===== src/rtl/mem_bus_arbiter.sv =====
// mem_bus_arbiter: N-master arbiter sharing one memory port using the CPU
// read/write/dataena/addr/wdata/rdata/done handshake. Requests are latched
// in IDLE, presented to the slave from registers in BUSY, and answered with
// a one-cycle done pulse to the winner in RESP.
// Optional build macro: ARB_TIMEOUT_EN adds a BUSY watchdog that completes
// a hung access with m_err=1 and all-ones read data.
module mem_bus_arbiter #(
    parameter int unsigned NUM_MASTERS    = 2,
    parameter int unsigned ADDR_W         = 32,
    parameter int unsigned DATA_W         = 32,
    parameter int unsigned ARB_MODE       = 0,
    parameter int unsigned TIMEOUT_CYCLES = 255
) (
    input  logic                            clk,
    input  logic                            rst,
    input  logic [NUM_MASTERS-1:0]          m_read,
    input  logic [NUM_MASTERS-1:0]          m_write,
    input  logic [NUM_MASTERS*DATA_W/8-1:0] m_dataena,
    input  logic [NUM_MASTERS*ADDR_W-1:0]   m_addr,
    input  logic [NUM_MASTERS*DATA_W-1:0]   m_wdata,
    output logic [DATA_W-1:0]               m_rdata,
    output logic [NUM_MASTERS-1:0]          m_done,
    output logic                            m_err,
    output logic                            s_read,
    output logic                            s_write,
    output logic [DATA_W/8-1:0]             s_dataena,
    output logic [ADDR_W-1:0]               s_addr,
    output logic [DATA_W-1:0]               s_wdata,
    input  logic [DATA_W-1:0]               s_rdata,
    input  logic                            s_done
);

    localparam int unsigned BE_W  = DATA_W / 8;
    localparam int unsigned IDX_W = (NUM_MASTERS > 1) ? $clog2(NUM_MASTERS) : 1;

    typedef enum logic [1:0] {
        IDLE = 2'd0,
        BUSY = 2'd1,
        RESP = 2'd2
    } state_t;

    typedef struct packed {
        logic              is_write;
        logic [BE_W-1:0]   be;
        logic [ADDR_W-1:0] addr;
        logic [DATA_W-1:0] wdata;
    } cmd_t;

    state_t                 state_q, state_d;
    logic [IDX_W-1:0]       win_q, win_d;
    logic [IDX_W-1:0]       rr_q, rr_d;
    cmd_t                   cmd_q, cmd_d;
    logic                   s_read_q, s_read_d;
    logic                   s_write_q, s_write_d;
    logic [DATA_W-1:0]      m_rdata_q, m_rdata_d;
    logic [NUM_MASTERS-1:0] m_done_q, m_done_d;
    logic                   m_err_q, m_err_d;

    logic [NUM_MASTERS-1:0] req_c;
    logic                   any_req_c;
    logic [IDX_W-1:0]       pick_c;
    cmd_t                   pick_cmd_c;

`ifdef ARB_TIMEOUT_EN
    localparam int unsigned CNT_W = $clog2(TIMEOUT_CYCLES + 1);
    logic [CNT_W-1:0] cnt_q, cnt_d;
    logic             tmo_c;
    assign tmo_c = (cnt_q == CNT_W'(TIMEOUT_CYCLES - 1));
`else
    logic tmo_cfg_unused;
    assign tmo_cfg_unused = (TIMEOUT_CYCLES != 0);
`endif

    // A simultaneous read+write request counts as a write.
    assign req_c     = m_read | m_write;
    assign any_req_c = |req_c;

    // Winner search: from rr pointer (round-robin) or from index 0 (fixed).
    always_comb begin
        logic        found;
        int unsigned idx;
        found  = 1'b0;
        idx    = 0;
        pick_c = '0;
        for (int unsigned i = 0; i < NUM_MASTERS; i++) begin
            idx = (ARB_MODE == 1) ? i : ((32'(rr_q) + i) % NUM_MASTERS);
            if (!found && req_c[IDX_W'(idx)]) begin
                found  = 1'b1;
                pick_c = IDX_W'(idx);
            end
        end
    end

    // Extract the winning master's command fields from the packed buses.
    always_comb begin
        int unsigned sel;
        sel                 = 32'(pick_c);
        pick_cmd_c.is_write = m_write[pick_c];
        pick_cmd_c.be       = m_dataena[sel*BE_W +: BE_W];
        pick_cmd_c.addr     = m_addr[sel*ADDR_W +: ADDR_W];
        pick_cmd_c.wdata    = m_wdata[sel*DATA_W +: DATA_W];
    end

    // Next-state and next-output logic.
    always_comb begin
        state_d   = state_q;
        win_d     = win_q;
        rr_d      = rr_q;
        cmd_d     = cmd_q;
        s_read_d  = s_read_q;
        s_write_d = s_write_q;
        m_rdata_d = m_rdata_q;
        m_done_d  = '0;
        m_err_d   = 1'b0;
`ifdef ARB_TIMEOUT_EN
        cnt_d     = cnt_q;
`endif
        case (state_q)
            IDLE: begin
                s_read_d  = 1'b0;
                s_write_d = 1'b0;
                if (any_req_c) begin
                    win_d     = pick_c;
                    cmd_d     = pick_cmd_c;
                    s_read_d  = !pick_cmd_c.is_write;
                    s_write_d = pick_cmd_c.is_write;
                    state_d   = BUSY;
`ifdef ARB_TIMEOUT_EN
                    cnt_d     = '0;
`endif
                end
            end
            BUSY: begin
                if (s_done) begin
                    if (!cmd_q.is_write) begin
                        m_rdata_d = s_rdata;
                    end
                    m_done_d  = NUM_MASTERS'(1) << win_q;
                    s_read_d  = 1'b0;
                    s_write_d = 1'b0;
                    state_d   = RESP;
                end
`ifdef ARB_TIMEOUT_EN
                else if (tmo_c) begin
                    m_rdata_d = '1;
                    m_err_d   = 1'b1;
                    m_done_d  = NUM_MASTERS'(1) << win_q;
                    s_read_d  = 1'b0;
                    s_write_d = 1'b0;
                    state_d   = RESP;
                end else begin
                    cnt_d = cnt_q + 1'b1;
                end
`endif
            end
            RESP: begin
                s_read_d  = 1'b0;
                s_write_d = 1'b0;
                rr_d      = (32'(win_q) == NUM_MASTERS - 1) ? '0 : (win_q + 1'b1);
                state_d   = IDLE;
            end
            default: begin
                s_read_d  = 1'b0;
                s_write_d = 1'b0;
                state_d   = IDLE;
            end
        endcase
    end

    // State and output registers; reset aborts any transaction in flight.
    always_ff @(posedge clk or negedge rst) begin
        if (!rst) begin
            state_q   <= IDLE;
            win_q     <= '0;
            rr_q      <= '0;
            cmd_q     <= '0;
            s_read_q  <= 1'b0;
            s_write_q <= 1'b0;
            m_rdata_q <= '0;
            m_done_q  <= '0;
            m_err_q   <= 1'b0;
`ifdef ARB_TIMEOUT_EN
            cnt_q     <= '0;
`endif
        end else begin
            state_q   <= state_d;
            win_q     <= win_d;
            rr_q      <= rr_d;
            cmd_q     <= cmd_d;
            s_read_q  <= s_read_d;
            s_write_q <= s_write_d;
            m_rdata_q <= m_rdata_d;
            m_done_q  <= m_done_d;
            m_err_q   <= m_err_d;
`ifdef ARB_TIMEOUT_EN
            cnt_q     <= cnt_d;
`endif
        end
    end

    assign s_read    = s_read_q;
    assign s_write   = s_write_q;
    assign s_dataena = cmd_q.be;
    assign s_addr    = cmd_q.addr;
    assign s_wdata   = cmd_q.wdata;
    assign m_rdata   = m_rdata_q;
    assign m_done    = m_done_q;
    assign m_err     = m_err_q;

endmodule


===== config.mk =====
export PLATFORM = sky130hd
export DESIGN_NAME = mem_bus_arbiter
export DESIGN_NICKNAME = d
export VERILOG_FILES = /design/src/rtl/mem_bus_arbiter.sv
export SDC_FILE = /design/constraint.sdc
export NUM_CORES = 1
export LEC_CHECK = 0
export CORE_AREA = 4 4 100 149
export DETAILED_ROUTE_END_ITERATION = 8
export DIE_AREA = 0 0 104 153
export HOLD_SLACK_MARGIN = 0.1
export PLACE_DENSITY = 0.78
export SLEW_MARGIN = 0
export SYNTH_ARGS = -nofsm -noshare
export SYNTH_HDL_FRONTEND = slang
export SYNTH_SLANG_ARGS = --single-unit

===== constraint.sdc =====
create_clock -name clk -period 2 [get_ports clk]
set_clock_uncertainty 0.05 [all_clocks]
set_input_delay 0.4 -clock clk [delete_from_list [all_inputs] [get_ports clk]]
set_output_delay 0.4 -clock clk [all_outputs]
set_load 0.01 [all_outputs]

==> results.py, run 1 <==
metrics = {
    "status": {
        "outcome": "finished, final reports clean",
    },
    "timing": {
        "final.min_clock_period_ns": 1.72,
        "hold_viol_final": 0,
        "setup_ws_ns": 0.276,
        "setup_viol": 0,
        "rsz0062_at_grt": "false",
        "slew_violations": 0,
        "min_period_over_period_pct": 86.2,
        "fmax_mhz": 580,
    },
    "routing": {
        "drt_wl_total_um": 16500,
        "drtIter0Drc": 205,
        "avgViaCountPerCell": 5.03,
        "wl_per_cell_um": 18.0,
        "antenna_left": 0,
        "drc": 0,
        "first_pass_iters": 4,
        "via_count": 4608,
    },
    "cts": {
        "cts-root-buf": "clkbuf_16",
        "clk_latency_ns": 0.33,
        "cts_tree": "yes",
        "htreeDepth": 3,
        "path_clk_slew_ns": 0.08,
        "clock_tree.buffer_depth": 2,
        "cts_setup_buffers": 0,
        "cts_made_buffers": 9,
        "cts_sinks": 109,
    },
    "global_route": {
        "grt_pass1_vias": 4945,
        "overflow": 0,
        "grt_pass1_wl_um": 26000,
        "gr-usage-all-layers_pct": 20.3,
        "grt_max_degree": 64,
        "antenna_found_initial": 0,
    },
    "floorplanning": {
        "core-area_sq_um": 13500,
        "die_w_um": 104,
        "core.rowCount": 52,
        "die_y_um": 153,
        "start_util_pct": 38.2,
        "die-area_sq_um": 15900,
        "boundaryPins": 280,
    },
    "cells_and_area": {
        "area_delta_synth_final_pct": 55.4,
        "finalNonFillerCells": 917,
        "antennaDiodeCount": 0,
        "fill_cells": 1180,
        "mostFrequentLayoutCell": "clkdlybuf4s50_1",
        "layout_common_cells": "clkdlybuf4s50_1 (277), a21oi_1 (137), dfrtp_1 (109), nor2_1 (71), nand2_1 (71)",
        "seq_area_sq_um": 2730,
        "fin_area_sq_um": 8040,
        "drive_gt1_share_pct": 8.87,
        "postLayoutCoreUtil_pct": 59.4,
        "multiInputGateArea_sq_um": 1740,
        "nets": 925,
    },
    "power_and_ir_drop": {
        "pwr_density_cell_nw_per_um2": 1510,
        "leakage_uw": 0.00335,
        "irDropWorstVdd_mv": 0.623,
        "p_total_uw": 12100,
    },
    "yosys": {
        "synth_area_sq_um": 5170,
        "ys_types": 27,
        "ys_ff_latch": 109,
        "avgSynthCellArea_sq_um": 9.49,
        "synth_cells": 545,
        "ys_warn_count": 0,
        "seq_area_frac_synth_pct": 52.7,
        "syn_nets": 720,
    },
    "critical_path": {
        "end_kind": "output port",
        "critPathArrivalTime_ns": 1.27,
        "crit_chain": "clkdlybuf4s50_1",
        "required_ns": 1.55,
        "cp-start-kind": "register",
        "cpPeakStageDelay_ns": 0.58,
        "critical_path_class": "reg -> out",
        "worst-path-buf-inv": 1,
        "path_delay_family": "buffers and inverters",
        "critPathSlowestCell": "clkdlybuf4s50_1",
        "path_max_fanout": 2,
    },
    "place": {
        "dp_hpwl_um": 12800,
        "place_inst": 900,
        "postPlaceCellArea_sq_um": 7730,
        "gp_congestion": 0.809,
        "dp_slack_ns": -0.0536,
        "portBuffers": 278,
    },
    "run": {
        "maxCapViolCount": 0,
    },
    "hold_path": {
        "min_path_type": "in -> async",
    },
}
-- synth_stat cells (all sizes together) --
master  instances  share of area (%)
inv             2               0.15
a21o            2               0.29
buf            93                 13
or2             2               0.24
o21ai           3               0.29
a21oi         137                 13
and2            2               0.24
nand2          72                5.2
nand3b          1               0.15
conb            1              0.072
a31oi           1               0.12
a211oi          1               0.39
nand2b          2               0.24
a211o           1               0.17
o21bai          1               0.15
nor3b           1               0.15
mux2           32                7.0
clkbuf          9               0.65
a311oi          1               0.29
nor2           72                5.3
dfrtp         109                 53
-- report_power, final --
group          switching, uW  leakage (uW)  internal (uW)  total, uW
sequential               628       0.00125           3330       3960
clock                    798      0.000142           1010       1810
combinational           2910       0.00195           3420       6330
-- kinds of logic after synthesis --
family | Yosys count | synth area share [%]
flops | 109 | 52.7
buf+inv | 104 | 13.8
simple gates | 152 | 11.5
compound gates | 147 | 14.9
other cells | 1 | 0.0725
mux | 32 | 6.97
-- stage by stage --
stage               TNS (ns)  hold slack, ns
finish                     0           0.367
floorplan                  0          0.0544
global route               0           0.376
CTS                        0           0.354
detailed placement    -0.503           0.166
global placement     -0.0323           0.165
-- registers in the layout, indices dropped and copies added, names as in the netlist --
register and cells:
m_rdata 32, s_addr 32, s_wdata 32, s_dataena 4, m_done 2, state_q 2, cmd_q 1, rr_q 1
s_read 1, s_write 1, win_q 1
-- worst register-to-register path, cell delays in order (launching register included) --
cell,delay (ns)
dfrtp_1,0.45
nand3b_1,0.26
nor2_4,0.14
buf_12,0.21
mux2_2,0.37
-- final cells by class --
class                           count  area share [%]
Timing Repair Buffer              296            38.0
Sequential cell                   109            33.9
Multi-Input combinational cell    332            21.7
Clock buffer                       11            3.02
Tap cell                          162            2.52
Clock inverter                      5           0.732
Inverter                            2          0.0934
-- per-layer routing --
layer	vias up	GRT usage (%)	share of wire (%)
met1	2201	21.7	36
li1	2136	-	-
met2	215	36.6	52
met3	56	5.06	6.7
met4	0	11.1	5.4
met5	-	0	0
-- final timing paths --
| path | slack [ns] | to | cells past startpoint | startpoint |
|---|---|---|---|---|
| worst max-delay path | 0.28 | s_dataena[1] | 1 | s_dataena[1]$_DFFE_PN0P_ |
| worst min-delay path | 0.37 | s_addr[0]$_DFFE_PN0P_ | 2 | rst |
| worst max register to register | 0.39 | m_rdata[25]$_DFFE_PN0P_ | 4 | state_q[1]$_DFFE_PN0P_ |
| worst min register to register | 0.42 | m_done[0]$_DFF_PN0_ | 1 | win_q$_DFFE_PN0P_ |
| max in group asynchronous | 0.97 | m_rdata[8]$_DFFE_PN0P_ | 3 | rst |
| min in group clk | 0.42 | m_done[0]$_DFF_PN0_ | 1 | win_q$_DFFE_PN0P_ |
-- what timing repair did --
item,in CTS,in global routing
hold buffers,1,0
hold endpoints to repair,109,0
resized for setup,0,0
(Power assumes the default switching activity.)
==> inputs of run 2 (changes only) <==
--- a/config.mk
+++ b/config.mk
@@ -5,9 +5,9 @@
 export SDC_FILE = /design/constraint.sdc
 export NUM_CORES = 1
 export LEC_CHECK = 0
-export CORE_AREA = 4 4 100 149
+export CORE_AREA = 10 10 106 155
 export DETAILED_ROUTE_END_ITERATION = 8
-export DIE_AREA = 0 0 104 153
+export DIE_AREA = 0 0 116 165
 export HOLD_SLACK_MARGIN = 0.1
 export PLACE_DENSITY = 0.78
 export SLEW_MARGIN = 0
==> constraint.sdc (replaced) <==
create_clock -name clk -period 1.7 [get_ports clk]
set_clock_uncertainty 0.05 [all_clocks]
set_input_delay 0.34 -clock clk [delete_from_list [all_inputs] [get_ports clk]]
set_output_delay 0.34 -clock clk [all_outputs]
set_load 0.01 [all_outputs]
==> run 2 against run 1 <==
Power increased by 18%. Setup slack got worse by 0.26 ns. Register-to-register slack got worse by 0.22 ns. Sequential share of layout area decreased by 0.40 points. Sequential cell count unchanged. Worst hold slack improved by 0.051 ns. Critical endpoint is now s_addr[8]. Largest cell class unchanged. Highest routed layer unchanged.
==> results.py, run 2 (synthesis gave the netlist of run 1 again) <==
metrics = {
    "status": {
        "outcome": "finished, final reports clean",
    },
    "routing": {
        "avgViaCountPerCell": 4.95,
        "antenna_left": 0,
        "drc": 0,
        "via_count": 4570,
        "first_pass_iters": 4,
        "drtIter0Drc": 226,
        "drt_wl_total_um": 18000,
        "wl_per_cell_um": 19.5,
    },
    "floorplanning": {
        "core.rowCount": 52,
        "die_w_um": 116,
        "die-area_sq_um": 19100,
        "die_y_um": 165,
        "boundaryPins": 280,
        "start_util_pct": 38.2,
        "core-area_sq_um": 13500,
    },
    "place": {
        "place_inst": 905,
        "gp_congestion": 0.775,
        "portBuffers": 278,
        "dp_hpwl_um": 14300,
    },
    "critical_path": {
        "cp-start-kind": "register",
        "path_delay_family": "buffers and inverters",
        "path_max_fanout": 2,
        "end_kind": "output port",
        "crit_chain": "clkdlybuf4s50_1",
        "cpPeakStageDelay_ns": 0.58,
        "worst-path-buf-inv": 1,
        "critPathSlowestCell": "clkdlybuf4s50_1",
        "required_ns": 1.31,
        "critPathArrivalTime_ns": 1.29,
        "critical_path_class": "reg -> out",
    },
    "timing": {
        "hold_slack_ns": 0.418,
        "setup_viol": 0,
        "rsz0062_at_grt": "false",
        "fin_tns_setup_ns": 0,
        "final.min_clock_period_ns": 1.68,
        "slew_violations": 0,
        "min_period_over_period_pct": 98.8,
        "hold_viol_final": 0,
        "fmax_mhz": 595,
    },
    "run": {
        "maxCapViolCount": 0,
    },
    "global_route": {
        "grt_pass1_vias": 4901,
        "grt_pass1_wl_um": 27000,
        "antenna_found_initial": 1,
        "overflow": 0,
        "grt_max_degree": 63,
        "gr-usage-all-layers_pct": 18.0,
    },
    "cts": {
        "htreeDepth": 3,
        "cts_tree": "yes",
        "clock_tree.buffer_depth": 2,
        "clk_latency_ns": 0.34,
        "cts-root-buf": "clkbuf_16",
        "cts_sinks": 109,
        "cts_made_buffers": 9,
        "path_clk_slew_ns": 0.07,
    },
    "cells_and_area": {
        "finalNonFillerCells": 923,
        "drive_gt1_share_pct": 9.47,
        "layout_common_cells": "clkdlybuf4s50_1 (258), a21oi_1 (137), dfrtp_1 (109), nor2_1 (71), nand2_1 (71)",
        "mostFrequentLayoutCell": "clkdlybuf4s50_1",
        "nets": 930,
        "postLayoutCoreUtil_pct": 60.1,
        "area_delta_synth_final_pct": 57.2,
    },
    "power_and_ir_drop": {
        "leakage_uw": 0.00353,
        "p_total_uw": 14200,
        "pwr_density_cell_nw_per_um2": 1750,
        "irDropWorstVdd_mv": 0.850,
    },
    "hold_path": {
        "min_path_type": "reg -> reg",
    },
}
==> run 2: cell count changes in the layout (fill, tap and decap cells not counted), moves of 2 or more <==
cell / before / now
clkinv_4: 0 / 2
clkdlybuf4s50_1: 277 / 258
buf_12: 11 / 13
dlymetal6s2s_1: 0 / 18
buf_4: 7 / 10
==> run 2: where the power goes <==
part           internal, uW  total [uW]  switching, uW
Sequential             3920        4630            715
Combinational          4040        7570           3540
Clock                  1050        2020            971
Total                  9000       14200           5220
==> run 2: cell type report <==
type / instances / area (sq um)
multi-input cells: 332 / 1740
repair buffers: 301 / 3160
diodes: 1 / 2.50
clock buffers: 11 / 243
fillers: 1138 / 5400
clock inverters: 5 / 43.8
well taps: 162 / 203
flip-flops and latches: 109 / 2730
inverters: 2 / 7.51
==> run 2: routing by layer <==
metal	up-vias	track usage, %	share of wire [%]
met4	0	7.25	3.0
met1	2192	18.6	35
met5	-	0	0
li1	2152	-	-
met3	28	5.12	7.9
met2	198	33.2	54
==> run 2: what timing repair did <==
| action | CTS | global route |
|---|---|---|
| buffers inserted | 0 | 0 |
| endpoints found under the setup margin | 1 | 22 |
| gates resized for setup | 1 | 19 |
| hold endpoints to repair | 109 | 0 |
| hold buffers | 1 | 0 |
| gates cloned | 0 | 0 |
==> run 2: final timing paths <==
check	startpoint	cells after the start	end	slack (ns)
min in group asynchronous	rst	3	s_wdata[29]$_DFFE_PN0P_	0.49
max in group asynchronous	rst	3	m_rdata[18]$_DFFE_PN0P_	0.77
worst min register to register	win_q$_DFFE_PN0P_	1	m_done[0]$_DFF_PN0_	0.42
worst min-delay path	win_q$_DFFE_PN0P_	1	m_done[0]$_DFF_PN0_	0.42
worst max-delay path	s_addr[8]$_DFFE_PN0P_	1	s_addr[8]	0.02
worst max register to register	state_q[0]$_DFFE_PN0P_	4	m_rdata[2]$_DFFE_PN0P_	0.17
==> run 2: per-stage QoR <==
stage | cell area, sq um | setup slack [ns]
2_1_floorplan | 5170 | 0.198
3_3_place_gp | 7790 | -0.237
3_5_place_dp | 7790 | -0.312
4_1_cts | 8080 | 0.00732
5_1_grt | 8130 | 0.000588
6_report | 8130 | 0.0206
